$ cat src/rtl/reg_dump_if.sv
// -----------------------------------------------------------------------------
// reg_dump_if -- output word stream of the register-file dumper.
//
// Signals:
//   out_data  [31:0]  dumped word (register contents or checksum)
//   out_index [5:0]   register number of out_data, 32 = checksum word
//   out_valid         out_data/out_index/out_last are valid
//   out_ready         downstream accepts the word when high with out_valid
//   out_last          marks the final word of the dump
//
// Modports:
//   master  -- the dumper (drives the word, samples out_ready)
//   slave   -- the consumer (samples the word, drives out_ready)
// -----------------------------------------------------------------------------
interface reg_dump_if;
  logic [31:0] out_data;
  logic [5:0]  out_index;
  logic        out_valid;
  logic        out_ready;
  logic        out_last;

  modport master (
    output out_data,
    output out_index,
    output out_valid,
    output out_last,
    input  out_ready
  );

  modport slave (
    input  out_data,
    input  out_index,
    input  out_valid,
    input  out_last,
    output out_ready
  );
endinterface

$ cat src/rtl/reg_dump.sv
// -----------------------------------------------------------------------------
// reg_dump -- walks all 32 entries of a register file through its combinational
// read port and streams them out with a valid/ready handshake, one word at a
// time, in index order. Optionally appends an XOR checksum of every accepted
// word as a 33rd word (index 32).
//
// Configuration macro:
//   REG_DUMP_CHECKSUM_EN  defined   -> 33-word dump, checksum word carries out_last
//                         undefined -> 32-word dump, register 31 carries out_last
//
// Ports:
//   clock    in   sole clock, all state updates on posedge
//   reset    in   synchronous active-high reset, aborts any dump (no done pulse)
//   start    in   request a full dump; honoured only while idle
//   rf_addr  out  [4:0]  register-file read address
//   rf_data  in   [31:0] combinational read data for rf_addr
//   out_if   master modport of reg_dump_if (out_data/out_index/out_valid/
//                 out_ready/out_last)
//   busy     out  high in every state except IDLE
//   done     out  one-cycle pulse after the final word is accepted
// -----------------------------------------------------------------------------
module reg_dump (
  input  logic              clock,
  input  logic              reset,
  input  logic              start,
  output logic [4:0]        rf_addr,
  input  logic [31:0]       rf_data,
  reg_dump_if.master        out_if,
  output logic              busy,
  output logic              done
);

  typedef enum logic [2:0] {
    S_IDLE,
    S_LOAD,
    S_SEND,
`ifdef REG_DUMP_CHECKSUM_EN
    S_CSUM,
`endif
    S_DONE
  } state_t;

  localparam logic [4:0] LAST_REG = 5'd31;

  state_t      state_q,     state_d;
  logic [4:0]  rf_addr_q,   rf_addr_d;
  logic [31:0] out_data_q,  out_data_d;
  logic [5:0]  out_index_q, out_index_d;
  logic        out_valid_q, out_valid_d;
  logic        out_last_q,  out_last_d;
`ifdef REG_DUMP_CHECKSUM_EN
  logic [31:0] csum_q,      csum_d;
`endif

  logic accept;
  assign accept = out_valid_q && out_if.out_ready;

  // ---------------------------------------------------------------------------
  // State register
  // ---------------------------------------------------------------------------
  always_ff @(posedge clock) begin
    if (reset) begin
      state_q     <= S_IDLE;
      rf_addr_q   <= '0;
      out_data_q  <= '0;
      out_index_q <= '0;
      out_valid_q <= 1'b0;
      out_last_q  <= 1'b0;
`ifdef REG_DUMP_CHECKSUM_EN
      csum_q      <= '0;
`endif
    end else begin
      state_q     <= state_d;
      rf_addr_q   <= rf_addr_d;
      out_data_q  <= out_data_d;
      out_index_q <= out_index_d;
      out_valid_q <= out_valid_d;
      out_last_q  <= out_last_d;
`ifdef REG_DUMP_CHECKSUM_EN
      csum_q      <= csum_d;
`endif
    end
  end

  // ---------------------------------------------------------------------------
  // Next-state logic
  // ---------------------------------------------------------------------------
  always_comb begin
    state_d     = state_q;
    rf_addr_d   = rf_addr_q;
    out_data_d  = out_data_q;
    out_index_d = out_index_q;
    out_valid_d = out_valid_q;
    out_last_d  = out_last_q;
`ifdef REG_DUMP_CHECKSUM_EN
    csum_d      = csum_q;
`endif

    unique case (state_q)
      S_IDLE: begin
        if (start) begin
          rf_addr_d = '0;
`ifdef REG_DUMP_CHECKSUM_EN
          csum_d    = '0;
`endif
          state_d   = S_LOAD;
        end
      end

      // Capture the read port for the current address into the output word.
      S_LOAD: begin
        out_data_d  = rf_data;
        out_index_d = {1'b0, rf_addr_q};
        out_valid_d = 1'b1;
`ifdef REG_DUMP_CHECKSUM_EN
        out_last_d  = 1'b0;
`else
        out_last_d  = (rf_addr_q == LAST_REG);
`endif
        state_d     = S_SEND;
      end

      // Word held stable until accepted; rf_addr saturates at 31.
      S_SEND: begin
        if (accept) begin
          out_valid_d = 1'b0;
`ifdef REG_DUMP_CHECKSUM_EN
          csum_d      = csum_q ^ out_data_q;
`endif
          if (rf_addr_q != LAST_REG) begin
            rf_addr_d = rf_addr_q + 5'd1;
            state_d   = S_LOAD;
          end else begin
`ifdef REG_DUMP_CHECKSUM_EN
            state_d   = S_CSUM;
`else
            state_d   = S_DONE;
`endif
          end
        end
      end

`ifdef REG_DUMP_CHECKSUM_EN
      // Checksum word is presented directly from csum_q (see output mux);
      // out_ready alone completes the handshake here.
      S_CSUM: begin
        if (out_if.out_ready) begin
          state_d = S_DONE;
        end
      end
`endif

      S_DONE: begin
        state_d = S_IDLE;
      end

      default: begin
        state_d = S_IDLE;
      end
    endcase
  end

  // ---------------------------------------------------------------------------
  // Outputs
  // ---------------------------------------------------------------------------
  always_comb begin
    out_if.out_data  = out_data_q;
    out_if.out_index = out_index_q;
    out_if.out_valid = out_valid_q;
    out_if.out_last  = out_last_q;
`ifdef REG_DUMP_CHECKSUM_EN
    if (state_q == S_CSUM) begin
      out_if.out_data  = csum_q;
      out_if.out_index = 6'd32;
      out_if.out_valid = 1'b1;
      out_if.out_last  = 1'b1;
    end
`endif
  end

  assign rf_addr = rf_addr_q;
  assign busy    = (state_q != S_IDLE);
  assign done    = (state_q == S_DONE);

endmodule
$ cat src/flat_wrapper.sv
// flat-port wrapper written by rule: the top's interface ports become plain ports
module reg_dump_flat 
  (clock, reset, start, rf_addr, rf_data, busy, done, out_if_out_data, out_if_out_index, out_if_out_valid, out_if_out_last, out_if_out_ready);
  reg_dump_if out_if_i ();
  input  logic clock;
  input  logic reset;
  input  logic start;
  output logic [4:0] rf_addr;
  input  logic [31:0] rf_data;
  output logic busy;
  output logic done;
  output wire logic [$bits(out_if_i.out_data)-1:0] out_if_out_data;
  output wire logic [$bits(out_if_i.out_index)-1:0] out_if_out_index;
  output wire logic [$bits(out_if_i.out_valid)-1:0] out_if_out_valid;
  output wire logic [$bits(out_if_i.out_last)-1:0] out_if_out_last;
  input wire logic [$bits(out_if_i.out_ready)-1:0] out_if_out_ready;
  assign out_if_out_data = out_if_i.out_data;
  assign out_if_out_index = out_if_i.out_index;
  assign out_if_out_valid = out_if_i.out_valid;
  assign out_if_out_last = out_if_i.out_last;
  assign out_if_i.out_ready = out_if_out_ready;
  reg_dump u_core (.clock(clock), .reset(reset), .start(start), .rf_addr(rf_addr), .rf_data(rf_data), .out_if(out_if_i), .busy(busy), .done(done));
endmodule
$ cat config.mk
export PLATFORM = sky130hd
export DESIGN_NAME = reg_dump_flat
export DESIGN_NICKNAME = d
export VERILOG_FILES = /design/src/rtl/reg_dump_if.sv /design/src/rtl/reg_dump.sv /design/src/flat_wrapper.sv
export SDC_FILE = /design/constraint.sdc
export NUM_CORES = 1
export LEC_CHECK = 0
export CAP_MARGIN = 20
export CORE_MARGIN = 2
export CORE_UTILIZATION = 45
export CTS_BUF_LIST = sky130_fd_sc_hd__clkbuf_2
export DETAILED_ROUTE_END_ITERATION = 8
export PLACE_DENSITY = 0.95
export SYNTH_ARGS = -nofsm -noshare
export SYNTH_HDL_FRONTEND = slang
export SYNTH_SLANG_ARGS = --single-unit
$ cat constraint.sdc
create_clock -name clock -period 4.3 [get_ports clock]
set_input_delay 0.86 -clock clock [delete_from_list [all_inputs] [get_ports clock]]
set_output_delay 0.86 -clock clock [all_outputs]
set_load 0.02 [all_outputs]
# Yosys cells after proc, flatten, opt, wreduce, memory -nomap -nowiden
# Cells that the tools add are included.
# Widths: inputs -> output; s select.
[totals]
in_bits = 36
ff_bits = 47
out_inout_bits = 47
[classes]
addsub = 1
reduce_logical = 8
eq_ne = 8
n_mux = 10
[ops]
columns = ["operator", "count"]
rows = [
  ["$mux 5", 3],
  ["$pmux 5 s2", 1],
  ["$pmux 3 s3", 1],
  ["$eq 3x2->1 const B", 2],
  ["$mux 3", 2],
  ["$add 5x1->5 const B", 1],
  ["$eq 5x5->1 const B", 1],
  ["$ne 5x5->1 const B", 1],
  ["$ne 2x1->1 const B", 2],
  ["$reduce_and 2->1", 2],
  ["$reduce_and 4->1", 1],
  ["$reduce_bool 2->1", 2],
  ["$eq 3x1->1 const B", 1],
  ["$logic_not 3->1", 1],
  ["$reduce_bool 3->1", 1],
  ["$mux 2", 1],
  ["$ne 2x2->1 const B", 1],
  ["$pmux 1 s2", 1],
  ["$logic_and 1x1->1", 1],
  ["$mux 1", 1],
]

# Depth between registers and ports, before layout
# Gate-level depths: netlist of run 1.
[depth]
ltp_word = 4
ltp_mapped = 6

# Worst setup path before layout of run 1
# OpenSTA, ideal clock, no wires.
[synth_timing]
path_kind = "register to register"
start = "reg u_core.rf_addr_q[0] (netlist: u_core.rf_addr[0])"
end = "reg u_core.rf_addr_q[3] (netlist: u_core.rf_addr[3])"
setup_time_ps = 74
required_time_ps = 4226
n_path_buf = 0
path_slack_ps = 2405
synth_period_minus_slack_ps = 1895
arrival_time_ps = 1821
stages_incl_launch_ff = 7
cell_sequence = "dfxtp_1 -> ha_1 -> and3_1 -> ha_1 -> nand3b_4 -> or4_1 -> a31oi_1"
[synth_between]
elab_chain_len = 4
elab_cells_between_ends = 7
cone_classes = "add/sub (1); eq/ne (2); mux (3); reduce/logical (1)"
[synth_rtl]
columns = ["item", "line_no", "source"]
rows = [
  ["start: declaration", "reg_dump.sv:46", "logic [4:0] rf_addr_q, rf_addr_d;"],
  ["start signal: assignment", "reg_dump.sv:74", "rf_addr_q <= rf_addr_d;"],
  ["$add 5x1->5", "reg_dump.sv:131", "rf_addr_d = rf_addr_q + 5'd1;"],
  ["$mux 5", "reg_dump.sv:130", "if (rf_addr_q != LAST_REG) begin"],
  ["$mux 5", "reg_dump.sv:125", "if (accept) begin"],
  ["$pmux 5 s2", "reg_dump.sv:99", "unique case (state_q)"],
]
# Parallel ways exist; a longest one is shown, timed or not. The select of a mux whose other input is x is not followed.
# A chain may end at the register's enable or synchronous reset.

# Final worst setup path of run 1
[layout_timing]
start = "reg u_core.state_q[1]"
end = "out done"
[layout_between]
elab_chain_len = 1
[layout_rtl]
columns = ["item", "line_no", "source"]
rows = [
  ["start: declaration", "reg_dump.sv:45", "state_t state_q, state_d;"],
  ["start signal: assignment", "reg_dump.sv:73", "state_q <= state_d;"],
  ["$eq 3x2->1", "reg_dump.sv:183", "assign done = (state_q == S_DONE);"],
  ["end: declaration", "flat_wrapper.sv:11", "output logic done;"],
]
# Every way passes these cells.

==> results of run 1 <==
-- cells in the mapped netlist, types with 2 or more instances --
cell	number
a21oi_1	43
a31oi_1	2
buf_2	6
buf_4	2
clkbuf_1	6
dfxtp_1	46
ha_1	2
nand2_1	76
nand3_1	2
nor2_1	2
nor2b_1	2
o211ai_1	6
or4_1	2
-- final cells by class --
class	instances	share of cell area (%)
Sequential cell	46	34.7
Timing Repair Buffer	83	31.0
Multi-Input combinational cell	152	28.6
Clock inverter	3	2.41
Tap cell	48	2.27
Clock buffer	5	0.944
Inverter	1	0.142
-- power groups by stage --
stage / sequential [mW] / clock (mW) / combinational [mW]
6_report: 0.457 / 0.289 / 0.149
5_1_grt: 0.460 / 0.314 / 0.160
4_1_cts: 0.457 / 0.298 / 0.150
3_5_place_dp: 0.466 / 0 / 0.149
3_3_place_gp: 0.464 / 0 / 0.146
2_1_floorplan: 0.483 / 0 / 0.0560
-- logic make-up after synthesis --
group / count (synthesis) / share of synthesized area [%]
flops: 46 / 52.3
buf+inv: 16 / 4.83
simple gates: 96 / 24.8
other cells: 1 / 0.213
compound gates: 53 / 16.4
fa+ha+maj: 2 / 1.42
-- final timing paths --
path / startpoint / end / slack, ps
setup / recovery: u_core.state_q[1] / done / 1680
hold / removal: u_core.out_if.out_data[8] / u_core.out_if.out_data[8] / 470
setup reg to reg: u_core.rf_addr[1] / u_core.rf_addr[3] / 2280
hold reg to reg: u_core.out_if.out_data[8] / u_core.out_if.out_data[8] / 470
-- critical path, stage by stage, from the launching register on --
cell             delay (ps)
dfxtp_1                 580
and2_1                  180
clkdlybuf4s50_1         590
-- state kept, by name (all words and copies together) (netlist names) --
name,flops
u_core.out_if.out_valid,1
u_core.out_if.out_index,5
u_core.out_if.out_last,1
u_core.rf_addr,5
u_core.state_q,2
u_core.out_if.out_data,32
-- per-layer routing --
layer | vias up | GRT usage, %
li1 | 856 | -
met1 | 797 | 20.2
met2 | 65 | 37.9
met3 | 7 | 6.59
met4 | 0 | 6.63
met5 | - | 0
-- per-stage QoR --
stage	hold slack [ps]	util (%)	cell area, µm²	cells	setup WS [ps]
after CTS	470	71.3	2650	338	1650
after global placement	441	69.0	2560	330	2000
final	468	71.3	2650	338	1680
after detailed placement	446	69.0	2560	330	1970
after floorplan	511	-	1760	214	2400
after global routing	487	71.3	2650	338	1580
==> out/results.tsv, run 1 <==
metric	value	unit
final setup violation count	0	
starting density of the core	47.4	%
synthesis-to-finish area growth	50.6	%
synthesized netlist net count	252	
Met3 Routed Length	315	µm
worst skew pair latency	400	ps
detailed placement HPWL	3090	µm
area taken by multi-input logic gates	757	µm²
Worst Setup Start Kind	flip-flop	
setup repair after global routing missed its margin	no	
CP Data Required Time	3440	ps
most common cell after layout, fill and taps aside	clkdlybuf4s50_1	
arrival time of the worst setup path	1760	ps
Port Buffers	81	
count of pins on the block boundary	83	
final period utilization	61.0	%
min cycle time layout	2620	ps
capturing element type of the critical path	output pin	
maximum number of pins on one net before global-route repair	47	
number of hold buffers added after CTS	0	
First DRT Iteration DRCs	87	
Synth Register Bits	46	
area of the placeable core	0.00372	mm²
part of the Yosys area used for sequential elements	52.3	%
Worst slew margin	45.5	%
post-synth top area share	52.3	%
detail-routed via count per cell	5.10	
number of nets in the finished design	327	
Setup Total Neg Slack	0	ps
gate count after technology mapping	214	
internal power	0.674	mW
register share of total power	51.1	%
TritonCTS clock tree	yes	
total routing resource utilization after global routing	20.0	%
number of antenna violations at the first check in global routing	0	
FFs w/ async S/R, synth	0	%
Netlist Area Pre-Place	0.00176	mm²
floorplan die height	66.5	µm
net switching power	0.221	mW
Synth area leaders	dfxtp_1 52%, nand2_1 16%, a21oi_1 12%	
final count of pins violating max slew	0	
depth of the worst hold-timing path	2	
number of maximum-capacitance constraint violations	0	
overflow left after global routing	0	
sequential cell area in the final layout	921	µm²
Metal-1 WL	1830	µm
number of enable-type register cells in the synthesized netlist	0	
total number of vias	1725	
clock tree sinks	46	
Filler Cell Count	314	
remaining number of nets flagged by the antenna check after routing	0	
uppermost layer routed	met4	
die area	0.00443	mm²
class of the tightest hold or removal check	flip-flop to flip-flop	
depth of the most critical reg-to-reg path	6	
synthesized area per cell	8.23	µm²
number of distinct library cells after synthesis	30	
# DRC	0	
via count of the first global-routing pass	1571	
result of the run	complete, no violations	
maximum clock skew at final layout	11.7	ps
cell row count	22	
WS Path Type	flip-flop to output pin	
Final GP Congestion	0.746	
Top FF cell, synth	dfxtp_1	
post-CTS repair timing setup buffer count	0	
clock buffers created by TritonCTS	5	
drt pass-1 iters	4	
cell type with the highest aggregate area in the netlist	dfxtp_1	
Leakage Power	0.942	nW
metal2 WL	2290	µm
relative contribution of the clock network to total power	32.3	%
total design power	0.894	mW
chip width	66.5	µm
Clk Tree Root Cell	clkbuf_2	
Resize count post-CTS	0	
hold violation count in the final report	0	
pwr/cell area	337	mW/mm²
clock transition at the registers of the reported paths	230	ps
routed wire length	4480	µm
Sw Ratio	24.7	%
power share of the combinational group	16.7	%
wire length of the first global-routing pass	6800	µm
CP Max Fanout	10	
peak clock frequency supported by timing	381	MHz
maximum root-to-sink buffer count	2	
wire length per cell after detailed routing	13.2	µm
layout cells sized above 1	6.21	%
transition time of the tightest slew-check pin	817	ps
count of warnings emitted by yosys	0	
Antenna diodes	0	
total number of H-tree levels	2	
top library cells by usage in the layout, fill and taps aside	80 x clkdlybuf4s50_1, 76 x nand2_1, 46 x dfxtp_1	
Max rail drop VDD	0.230	mV
Power figures use the tool's default switching activity.
==> run 2, diff against run 1 <==
Settings changed: CORE_UTILIZATION 45 to 42, PLACE_DENSITY 0.95 to 0.9.
Clock period 4.3 ns to 2.68 ns, I/O delays scaled along.
==> run 2 against run 1 <==
  * Wire length down 6.1%
  * Die area up 6.7%
  * Critical endpoint unchanged
  * Clock power up 28%
  * Register-to-register slack worse by 1600 ps
  * Critical path type unchanged
  * Cell count up 0.89%
  * Sequential power up 60%
  * Sequential share of layout area up 0.12 points
  * Largest cell class unchanged
==> out/results.tsv, run 2 (synthesis results as in run 1) <==
metric	value	unit	change
result of the run	complete, no violations		unchanged
placement-stage worst setup slack	637	ps	was 1970 ps
worst skew pair latency	390	ps	was 400 ps
transition time of the tightest slew-check pin	703	ps	was 817 ps
routed wire length	4200	µm	was 4480 µm
Setup Total Neg Slack	0	ps	unchanged
drt pass-1 iters	4		unchanged
number of maximum-capacitance constraint violations	0		unchanged
CP Max Fanout	10		unchanged
Core Util, Final	65.6	%	was 71.3%
total number of vias	1703		was 1725
Leakage Power	0.940	nW	was 0.942 nW
chip width	68.7	µm	was 66.5 µm
PnR worst setup slack	414	ps	was 1680 ps
die area	0.00473	mm²	was 0.00443 mm²
area taken by multi-input logic gates	757	µm²	unchanged
First DRT Iteration DRCs	81		was 87
Resize count post-CTS	0		unchanged
detail-routed via count per cell	4.99		was 5.10
synthesis-to-finish area growth	50.1	%	was 50.6%
clock transition at the registers of the reported paths	210	ps	was 230 ps
pwr/cell area	508	mW/mm²	was 337 mW/mm²
layout cells sized above 1	6.53	%	was 6.21%
count of pins on the block boundary	83		unchanged
CP Data Required Time	2140	ps	was 3440 ps
floorplan die height	68.7	µm	was 66.5 µm
total number of H-tree levels	2		unchanged
clock tree sinks	46		unchanged
via count of the first global-routing pass	1494		was 1571
Filler Cell Count	358		was 314
total routing resource utilization after global routing	17.8	%	was 20.0%
number of hold buffers added after CTS	0		unchanged
wire length of the first global-routing pass	6410	µm	was 6800 µm
non-filler cells in the finished layout	341		was 338
class of the tightest hold or removal check	flip-flop to flip-flop		unchanged
top library cells by usage in the layout, fill and taps aside	81 x clkdlybuf4s50_1, 76 x nand2_1, 46 x dfxtp_1		was 80 x clkdlybuf4s50_1, 76 x nand2_1, 46 x dfxtp_1
sequential cell area in the final layout	921	µm²	unchanged
final period utilization	84.6	%	
overflow left after global routing	0		unchanged
min cycle time layout	2270	ps	
TritonCTS clock tree	yes		unchanged
remaining number of nets flagged by the antenna check after routing	0		unchanged
number of placed cells counting well taps	333		was 330
WS Path Type	flip-flop to output pin		unchanged
starting density of the core	43.7	%	was 47.4%
Antenna diodes	0		unchanged
Final GP Congestion	0.798		was 0.746
Max rail drop VDD	0.250	mV	was 0.230 mV
Clk Tree Root Cell	clkbuf_2		unchanged
wire length per cell after detailed routing	12.3	µm	was 13.2 µm
setup repair after global routing missed its margin	no		unchanged
Worst Setup Start Kind	flip-flop		unchanged
instance area at placement	0.00258	mm²	was 0.00256 mm²
maximum clock skew at final layout	17.4	ps	was 11.7 ps
clock buffers created by TritonCTS	5		unchanged
number of nets in the finished design	328		was 327
# DRC	0		unchanged
post-route cell area	0.00264	mm²	was 0.00265 mm²
hold violation count in the final report	0		unchanged
cell row count	23		was 22
detailed placement HPWL	2950	µm	was 3090 µm
area of the placeable core	0.00403	mm²	was 0.00372 mm²
arrival time of the worst setup path	1730	ps	was 1760 ps
maximum root-to-sink buffer count	2		unchanged
final setup violation count	0		unchanged
post-CTS repair timing setup buffer count	0		unchanged
Worst slew margin	53.2	%	was 45.5%
final count of pins violating max slew	0		unchanged
maximum number of pins on one net before global-route repair	47		unchanged
number of antenna violations at the first check in global routing	0		unchanged
most common cell after layout, fill and taps aside	clkdlybuf4s50_1		unchanged
Port Buffers	81		unchanged
capturing element type of the critical path	output pin		unchanged
number of flip-flops under the largest register name	32		unchanged
peak clock frequency supported by timing	441	MHz	
run 2: report_power, final:
part,leakage [nW],switching [mW],internal [mW]
clock network,0.0432,0.205,0.166
logic,0.523,0.117,0.120
registers,0.374,0.0192,0.714
total,0.940,0.342,1.00
run 2: worst max-delay path, cell delays in order, from the launching register on:
cell,delay (ps)
dfxtp_1,560
and2_1,180
clkdlybuf4s50_1,600
run 2: through the flow:
stage	hold slack, ps	power (mW)
2_1_floorplan	511	0.864
3_3_place_gp	441	0.981
3_5_place_dp	446	0.987
4_1_cts	469	1.36
5_1_grt	486	1.41
6_report	467	1.34
run 2: worst paths after layout:
| path | startpoint | end | slack (ps) | cells after the start |
|---|---|---|---|---|
| max | u_core.state_q[1] | done | 410 | 2 |
| min | u_core.out_if.out_index[3] | u_core.out_if.out_index[3] | 470 | 2 |
| max reg2reg | u_core.rf_addr[0] | u_core.rf_addr[3] | 700 | 6 |
| min reg2reg | u_core.out_if.out_index[3] | u_core.out_if.out_index[3] | 470 | 2 |
run 2: area by class of cell:
| cell class | instances | area share, % |
|---|---|---|
| sequential | 46 | 34.8 |
| timing repair buffer | 84 | 31.5 |
| multi-input combinational | 152 | 28.6 |
| tap | 50 | 2.37 |
| clock buffer | 7 | 1.33 |
| clock inverter | 1 | 1.14 |
| inverter | 1 | 0.142 |
run 2: per-layer routing:
layer  GRT usage (%)  routed length, µm  vias to the layer above
li1                -                  -                      859
met1            19.5               1780                      782
met2            32.7               2050                       57
met3            4.55                319                        5
met4            7.11                 46                        0
met5               0                  0                        -
==> run 3, diff against run 2 <==
Clock period 2.68 ns to 2.2 ns, I/O delays scaled along.
==> run 3 against run 2 <==
  * Sequential share of layout area grew 0.23 points
  * Die area is the same
  * Critical path type unchanged
  * Core utilization down 0.34 points
  * Register-to-register slack lost 440 ps
  * Final area shrank 0.52%
  * Sequential power rose by 22%
==> out/results.tsv, run 3 (synthesis results as in run 1) <==
metric	value	unit	change
Max rail drop VDD	0.362	mV	was 0.250 mV
reg-to-reg endpoint	u_core.rf_addr[3]		unchanged
# DRC	0		unchanged
WS Path Type	flip-flop to output pin		unchanged
clock buffers created by TritonCTS	5		unchanged
Clk Tree Root Cell	clkbuf_2		unchanged
total routing resource utilization after global routing	17.4	%	was 17.8%
reg2reg start	u_core.rf_addr[0]		unchanged
top library cells by usage in the layout, fill and taps aside	81 x clkdlybuf4s50_1, 76 x nand2_1, 45 x dfxtp_1		was 81 x clkdlybuf4s50_1, 76 x nand2_1, 46 x dfxtp_1
drt pass-1 iters	4		unchanged
detail-routed via count per cell	4.97		was 4.99
wire length per cell after detailed routing	12.1	µm	was 12.3 µm
total design power	1.50	mW	was 1.34 mW
via count of the first global-routing pass	1468		was 1494
TritonCTS clock tree	yes		unchanged
peak clock frequency supported by timing	479	MHz	
setup repair after global routing missed its margin	no		unchanged
number of antenna violations at the first check in global routing	0		unchanged
area taken by multi-input logic gates	757	µm²	unchanged
overflow left after global routing	0		unchanged
final period utilization	95.0	%	
Core Util, Final	65.2	%	was 65.6%
Worst Setup Start Kind	flip-flop		unchanged
number of hold buffers added after CTS	0		unchanged
hold violation count in the final report	0		unchanged
arrival time of the worst setup path	1650	ps	was 1730 ps
most common cell after layout, fill and taps aside	clkdlybuf4s50_1		unchanged
class of the tightest hold or removal check	flip-flop to flip-flop		unchanged
Final GP Congestion	0.761		was 0.798
cell row count	23		unchanged
chip width	68.7	µm	unchanged
synthesis-to-finish area growth	49.3	%	was 50.1%
Leakage Power	0.935	nW	was 0.940 nW
area of the placeable core	0.00403	mm²	unchanged
detailed placement HPWL	2970	µm	was 2950 µm
number of nets in the finished design	330		was 328
maximum root-to-sink buffer count	2		unchanged
depth of the most critical reg-to-reg path	6		unchanged
Filler Cell Count	376		was 358
worst skew pair latency	370	ps	was 390 ps
starting density of the core	43.7	%	unchanged
clock transition at the registers of the reported paths	210	ps	about the same
number of flip-flops under the largest register name	32		unchanged
floorplan die height	68.7	µm	unchanged
Setup Total Neg Slack	0	ps	unchanged
total number of H-tree levels	2		unchanged
Setup crit end	done		unchanged
CP Max Fanout	9		was 10
routed wire length	4130	µm	was 4200 µm
instance area at placement	0.00259	mm²	was 0.00258 mm²
post-CTS repair timing setup buffer count	0		unchanged
post-route cell area	0.00263	mm²	was 0.00264 mm²
result of the run	complete, no violations		unchanged
die area	0.00473	mm²	unchanged
setup slack of the most critical reg-to-reg path	260	ps	was 700 ps
Resize count post-CTS	1		was 0
pwr/cell area	572	mW/mm²	was 508 mW/mm²
total number of vias	1701		was 1703
count of pins on the block boundary	83		unchanged
remaining number of nets flagged by the antenna check after routing	0		unchanged
layout cells sized above 1	7.19	%	was 6.53%
First DRT Iteration DRCs	125		was 81
wire length of the first global-routing pass	6230	µm	was 6410 µm
final count of pins violating max slew	0		unchanged
min cycle time layout	2090	ps	
CP Data Required Time	1760	ps	was 2140 ps
Port Buffers	81		unchanged
clock tree sinks	46		unchanged
Worst Hold Slack	465	ps	was 467 ps
maximum number of pins on one net before global-route repair	47		unchanged
capturing element type of the critical path	output pin		unchanged
final setup violation count	0		unchanged
Antenna diodes	0		unchanged
number of maximum-capacitance constraint violations	0		unchanged
maximum clock skew at final layout	15.7	ps	was 17.4 ps
origin of the worst setup path	u_core.state_q[0]		was u_core.state_q[1]
sequential cell area in the final layout	922	µm²	was 921 µm²
[run 3: changes by cell type in the layout (fill, tap and decap cells not counted)]
cell       change
buf_4          +2
bufinv_16      -1
dfxtp_2        +1
dfxtp_1        -1
[run 3: how the worst min path moves through the flow]
stage                               start                          to  slack [ps]  cells after the start
3_3_place_gp    u_core.out_if.out_data[7]   u_core.out_if.out_data[7]         440                      2
5_1_grt        u_core.out_if.out_data[18]  u_core.out_if.out_data[18]         490                      2
2_1_floorplan           u_core.state_q[0]           u_core.state_q[0]         510                      1
6_report       u_core.out_if.out_data[24]  u_core.out_if.out_data[24]         470                      2
3_5_place_dp    u_core.out_if.out_data[7]   u_core.out_if.out_data[7]         450                      2
4_1_cts         u_core.out_if.out_data[7]   u_core.out_if.out_data[7]         470                      2
[run 3: per-layer routing]
metal	part of all wire, %	up-vias	global-route usage [%]
met5	0	-	0
met4	0.94	0	6.86
met3	8.1	6	4.87
met2	50	54	31.5
met1	41	777	19.1
li1	-	864	-
[run 3: worst max-delay path, stage by stage, from the launching register on]
cell             delay (ps)
dfxtp_1                 510
and2_1                  170
clkdlybuf4s50_1         600
[run 3: area by class of cell]
cell class	instances	area share, %
multi-input combinational	152	28.8
tap	50	2.38
inverter	1	0.143
timing repair buffer	86	32.3
sequential	46	35.1
clock buffer	7	1.33
[run 3: report_power, final]
group	leakage (nW)	internal [mW]	switching [mW]
clock network	0.0291	0.0831	0.235
logic	0.532	0.150	0.142
registers	0.374	0.869	0.0232
[run 3: through the flow]
stage	setup WS, ps	instances
CTS	68.2	342
floorplan	305	214
finish	111	342
global placement	304	335
detailed placement	277	335
global route	4.57	342
